### src/rtl/vec_lsu.sv
// Vector load/store unit: word-serial VLE32/VSE32 sequencer with scalar/vector writeback.
// Optional memory wait timeout enabled by defining VLSU_TIMEOUT_EN.
module vec_lsu #(
   parameter int unsigned VL  = 8,
   parameter int unsigned SEW = 32
) (
   input  logic              clk,
   input  logic              rst,
   input  logic              data_access,
   input  logic              reg_write,
   input  logic [3:0]        sel,
   input  logic [4:0]        rd,
   input  logic [4:0]        vd,
   input  logic [31:0]       rs1_data,
   input  logic [31:0]       result_s,
   input  logic [VL*SEW-1:0] result_v,
   output logic              stall,
   output logic              mem_req,
   output logic              mem_we,
   output logic [31:0]       mem_addr,
   output logic [31:0]       mem_wdata,
   input  logic [31:0]       mem_rdata,
   input  logic              mem_ack,
   output logic              x_we,
   output logic [4:0]        x_waddr,
   output logic [31:0]       x_wdata,
   output logic              v_we,
   output logic [4:0]        v_waddr,
   output logic [VL*SEW-1:0] v_wdata,
   output logic              err
);

   localparam int unsigned CW = (VL > 1) ? $clog2(VL) : 1;
   localparam int unsigned VW = VL * SEW;
   localparam logic [CW-1:0] CntLast = CW'(VL - 1);

   typedef enum logic [1:0] {StIdle, StLoad, StStore} state_e;

   state_e          state_q, state_d;
   logic [CW-1:0]   cnt_q, cnt_d;
   logic [31:0]     base_q, base_d;
   logic [4:0]      vd_q, vd_d;
   logic [VW-1:0]   data_q, data_d;
   logic [VW-1:0]   buf_q, buf_d;
   logic            x_we_q, x_we_d;
   logic [4:0]      x_waddr_q, x_waddr_d;
   logic [31:0]     x_wdata_q, x_wdata_d;
   logic            v_we_q, v_we_d;
   logic [4:0]      v_waddr_q, v_waddr_d;
   logic [VW-1:0]   v_wdata_q, v_wdata_d;
   logic            busy, memop, last, timeout;

   assign busy  = (state_q != StIdle);
   assign memop = data_access && ((sel == 4'd1) || (sel == 4'd2));
   assign last  = (cnt_q == CntLast);

`ifdef VLSU_TIMEOUT_EN
   logic [7:0] wait_q, wait_d;

   // Cleared while idle so every LOAD/STORE entry starts from zero.
   always_comb begin
      wait_d = wait_q + 8'd1;
      if (!busy || mem_ack) wait_d = 8'd0;
   end

   always_ff @(posedge clk or negedge rst) begin
      if (!rst) wait_q <= 8'd0;
      else      wait_q <= wait_d;
   end

   assign timeout = busy && !mem_ack && (wait_q == 8'hFF);
`else
   assign timeout = 1'b0;
`endif

   always_comb begin
      state_d   = state_q;
      cnt_d     = cnt_q;
      base_d    = base_q;
      vd_d      = vd_q;
      data_d    = data_q;
      buf_d     = buf_q;
      x_we_d    = 1'b0;
      x_waddr_d = x_waddr_q;
      x_wdata_d = x_wdata_q;
      v_we_d    = 1'b0;
      v_waddr_d = v_waddr_q;
      v_wdata_d = v_wdata_q;
      stall     = 1'b0;
      unique case (state_q)
         StIdle: begin
            if (memop) begin
               stall  = 1'b1;
               base_d = rs1_data;
               vd_d   = vd;
               cnt_d  = '0;
               if (sel == 4'd2) begin
                  data_d  = result_v;
                  state_d = StStore;
               end else begin
                  state_d = StLoad;
               end
            end else if (reg_write && (sel == 4'd0)) begin
               x_we_d    = 1'b1;
               x_waddr_d = rd;
               x_wdata_d = result_s;
            end else if (reg_write && (sel == 4'd3)) begin
               v_we_d    = 1'b1;
               v_waddr_d = vd;
               v_wdata_d = result_v;
            end
         end
         StLoad, StStore: begin
            // Released in the final-ack cycle so the held op is not re-accepted.
            stall = !(mem_ack && last) && !timeout;
            if (mem_ack) begin
               if (state_q == StLoad) buf_d[cnt_q*SEW +: SEW] = mem_rdata;
               if (last) begin
                  state_d = StIdle;
                  cnt_d   = '0;
                  if (state_q == StLoad) begin
                     v_we_d    = 1'b1;
                     v_waddr_d = vd_q;
                     v_wdata_d = buf_d;
                  end
               end else begin
                  cnt_d = cnt_q + 1'b1;
               end
            end else if (timeout) begin
               state_d = StIdle;
               cnt_d   = '0;
            end
         end
         default: state_d = StIdle;
      endcase
   end

   always_ff @(posedge clk or negedge rst) begin
      if (!rst) begin
         state_q   <= StIdle;
         cnt_q     <= '0;
         base_q    <= '0;
         vd_q      <= '0;
         data_q    <= '0;
         buf_q     <= '0;
         x_we_q    <= 1'b0;
         x_waddr_q <= '0;
         x_wdata_q <= '0;
         v_we_q    <= 1'b0;
         v_waddr_q <= '0;
         v_wdata_q <= '0;
      end else begin
         state_q   <= state_d;
         cnt_q     <= cnt_d;
         base_q    <= base_d;
         vd_q      <= vd_d;
         data_q    <= data_d;
         buf_q     <= buf_d;
         x_we_q    <= x_we_d;
         x_waddr_q <= x_waddr_d;
         x_wdata_q <= x_wdata_d;
         v_we_q    <= v_we_d;
         v_waddr_q <= v_waddr_d;
         v_wdata_q <= v_wdata_d;
      end
   end

   // Memory port is a pure function of held registers, so it stays stable until ack.
   assign mem_req   = busy;
   assign mem_we    = (state_q == StStore);
   assign mem_addr  = busy ? base_q + (32'(cnt_q) << 2) : 32'd0;
   assign mem_wdata = busy ? data_q[cnt_q*SEW +: SEW] : 32'd0;

   assign x_we    = x_we_q;
   assign x_waddr = x_waddr_q;
   assign x_wdata = x_wdata_q;
   assign v_we    = v_we_q;
   assign v_waddr = v_waddr_q;
   assign v_wdata = v_wdata_q;
   assign err     = timeout;

endmodule
### config.mk
export PLATFORM = sky130hd
export DESIGN_NAME = vec_lsu
export DESIGN_NICKNAME = d
export VERILOG_FILES = /design/src/rtl/vec_lsu.sv
export SDC_FILE = /design/constraint.sdc
export NUM_CORES = 2
export LEC_CHECK = 0
export BUFFER_PORTS_ARGS = -buffer_cell sky130_fd_sc_hd__buf_2
export CAP_MARGIN = 20
export CORE_MARGIN = 2
export CORE_UTILIZATION = 48
export DETAILED_ROUTE_END_ITERATION = 6
export PLACE_DENSITY = 0.72
export SYNTH_ARGS = -nofsm -noshare
export SYNTH_HDL_FRONTEND = slang
export SYNTH_SLANG_ARGS = --single-unit
export TNS_END_PERCENT = 50
### constraint.sdc
create_clock -name clk -period 5.1 [get_ports clk]
set_clock_uncertainty 0.2 [all_clocks]
set_input_delay 1.02 -clock clk [delete_from_list [all_inputs] [get_ports clk]]
set_output_delay 1.02 -clock clk [all_outputs]
set_load 0.03 [all_outputs]
==> flow_metrics.env <==
export IMPL_run_status="finished with violations"
export IMPL_violations="design-rule violations"
export IMPL_hold_path_class="input port to async pin"
export IMPL_grt_setup_unrepaired="false"
export IMPL_cp_data_arrival_time_ps=3640
export IMPL_cts_tree="built"
export IMPL_pwr_density_cell_nw_per_um2=589
export IMPL_globalRouteOverflowTotal=0
export IMPL_grt_max_degree=180
export IMPL_cts_setup_buffers=0
export IMPL_yosys_register_bits=854
export IMPL_regArea_um2=21400
export IMPL_r2r_start="cnt_q[0]$_DFFE_PN0P_"
export IMPL_die_w_um=297
export IMPL_row_count=107
export IMPL_drc_errors=9
export IMPL_ant_nets=0
export IMPL_routed_via_count=36614
export IMPL_r2r_cells=9
export IMPL_grt_use_total=0.400
export IMPL_cts_resized=0
export IMPL_clk_latency_ps=680
export IMPL_netlist_cell_type_count=58
export IMPL_globalplace_congestion=0.947
export IMPL_yosys_area_top_type="dfrtp_1"
export IMPL_die_area_um2=88200
export IMPL_end_kind="output port"
export IMPL_worstPathMaxFanout=9
export IMPL_hold_violations=0
export IMPL_leakagePower_nw=22.1
export IMPL_synthFlopType="dfrtp_1"
export IMPL_async_flop_share=1.00
export IMPL_r2r_slack_ps=890
export IMPL_synth_fp_nets=4293
export IMPL_fin_area_um2=48900
export IMPL_critical_path_class="flop to output port"
export IMPL_synth_edff_count=0
export IMPL_wl_um=181000
export IMPL_hold_buffers=0
export IMPL_final_cell_mix="dfrtp_1 (852), buf_2 (736), nand2_1 (519), nor2_1 (397), mux2_2 (369)"
export IMPL_period_share=0.953
export IMPL_crit_required_ps=3880
export IMPL_routedWlPerCell_um=32.0
export IMPL_cts_buffers=93
export IMPL_hpwl_um=130000
export IMPL_n_fill_cell=7504
export IMPL_clk_pin_slew_ps=60
export IMPL_first_global_vias=34579
export IMPL_cts_max_path_buffers=3
export IMPL_fin_crit_ps=4860
export IMPL_avgSynthCellArea_um2=10.5
export IMPL_r2r_end="v_wdata[161]$_DFFE_PN0P_"
export IMPL_grt_pass1_wl_um=254000
export IMPL_cts_sinks=854
export IMPL_core_area_um2=85100
export IMPL_cts_root_buf="clkbuf_16"
export IMPL_area_growth_pct=18.7
export IMPL_routed_via_density=6.45
export IMPL_place_area_um2=45600
export IMPL_yosysWarnings=0
export IMPL_multi_input_area_um2=18200
export IMPL_synth_area_leaders="dfrtp_1 (52%), mux2_2 (10%), a32o_1 (5.4%)"
export IMPL_drv_cap=0
export IMPL_initial_utilization=0.484
export IMPL_setup_viol=0
export IMPL_worst_pin_slew_ps=1230
export IMPL_start_kind="flop"
export IMPL_port_buffers=737
export IMPL_max_freq_mhz=206
export IMPL_synth_top_area_share=0.519
export IMPL_fin_nets=4816
export IMPL_antenna_found_initial=55
export IMPL_ioPinCount=739
export IMPL_slew_violations=0
export IMPL_ys_seq_area_frac=0.519
export IMPL_tns_ps=0
export IMPL_drtIter0Drc=5109
export IMPL_synth_area_um2=41200
export IMPL_synth_cells=3908
export IMPL_firstDrtPassIters=7
export IMPL_die_h_um=297
export IMPL_htree_num_levels=3
export IMPL_irDropWorstVdd_mv=0.693
export IMPL_drive_above_1_share=0.316
export IMPL_mostFrequentLayoutCell="dfrtp_1"
export IMPL_slew_headroom=0.181
[cell type report]
| cell class | count | area share |
|---|---|---|
| sequential | 854 | 0.437 |
| inverter | 13 | 0.000998 |
| antenna | 30 | 0.00153 |
| clock buffer | 139 | 0.0569 |
| tap | 1144 | 0.0293 |
| clock inverter | 27 | 0.00847 |
| timing repair buffer | 813 | 0.0927 |
| multi-input combinational | 2656 | 0.373 |
[cells by family (layout without fill, tap and decap cells)]
kind of cell,Yosys count,count (layout),synth area share
AND/OR/NAND/NOR,1167,1167,0.117
AO/OA/AOI/OAI,997,997,0.173
flip-flops,854,854,0.519
multiplexers,466,466,0.144
buffers and inverters,398,992,0.0404
adder cells (fa/ha/maj),14,14,0.00443
XOR/XNOR,11,11,0.00234
other,1,31,0.0000910
[Yosys cell counts (6+ instances only)]
cell type  number
dfrtp_1       854
nand2_1       519
nor2_1        401
mux2_2        369
o21ai_0       368
clkbuf_1      288
a32o_1        223
o211ai_1      195
nor3_1        161
buf_2          77
o31ai_1        69
a311oi_1       64
mux4_2         64
a21oi_1        47
mux2i_1        32
ha_1           13
nand3_1        13
nand4_1        13
inv_1          11
buf_1           9
buf_6           9
nor2b_1         9
xor2_1          8
nand2b_1        7
or3_1           7
and2_1          6
and3_1          6
or2_2           6
or4_1           6
[worst max-delay path, cell delays in order (launching register included)]
cell and delay [ps]:
dfrtp_4 430, ha_1 190, inv_1 60, fa_1 410, nor2b_1 580, o2111ai_1 410, or4_1 500, a21oi_1 180
buf_2 220
[stage by stage]
step	utilization	power (mW)	hold WS (ps)	std cells	setup slack, ps
after global routing	0.574	29.8	174	5655	124
after CTS	0.574	28.7	159	5646	333
after global placement	0.536	21.3	251	5480	1070
final	0.574	28.8	145	5676	237
after detailed placement	0.536	21.6	254	5480	944
after floorplan	-	17.2	238	3908	702
[where the power goes]
group	switching (mW)	total, mW	internal (mW)
logic	8.35	12.2	3.87
registers	1.09	9.47	8.38
clock network	2.90	7.12	4.22
total	12.3	28.8	16.5
[how the worst max path moves through the flow]
stage / from / to / slack [ps] / cells past startpoint
6_report: cnt_q[0]$_DFFE_PN0P_ / mem_addr[30] / 240 / 8
5_1_grt: cnt_q[0]$_DFFE_PN0P_ / mem_addr[30] / 120 / 8
4_1_cts: cnt_q[0]$_DFFE_PN0P_ / mem_addr[26] / 330 / 8
3_5_place_dp: cnt_q[0]$_DFFE_PN0P_ / v_wdata[187]$_DFFE_PN0P_ / 940 / 9
3_3_place_gp: cnt_q[0]$_DFFE_PN0P_ / mem_addr[26] / 1070 / 8
2_1_floorplan: cnt_q[1]$_DFFE_PN0P_ / mem_addr[26] / 700 / 9
[layer usage]
layer	part of all wire	global-route usage	vias up
met1	0.37	0.512	18344
met2	0.43	0.580	2383
met5	0.0017	0	-
met4	0.064	0.225	50
met3	0.13	0.156	464
li1	-	-	15373
[sequential cells by signal, indices dropped and copies added (netlist names)]
register	flops
data_q	256
buf_q	256
cnt_q	3
v_we	1
state_q	2
x_waddr	5
x_wdata	32
v_wdata	256
vd_q	5
v_waddr	5
x_we	1
base_q	32
Note: power is estimated with default switching activity, not from simulation.
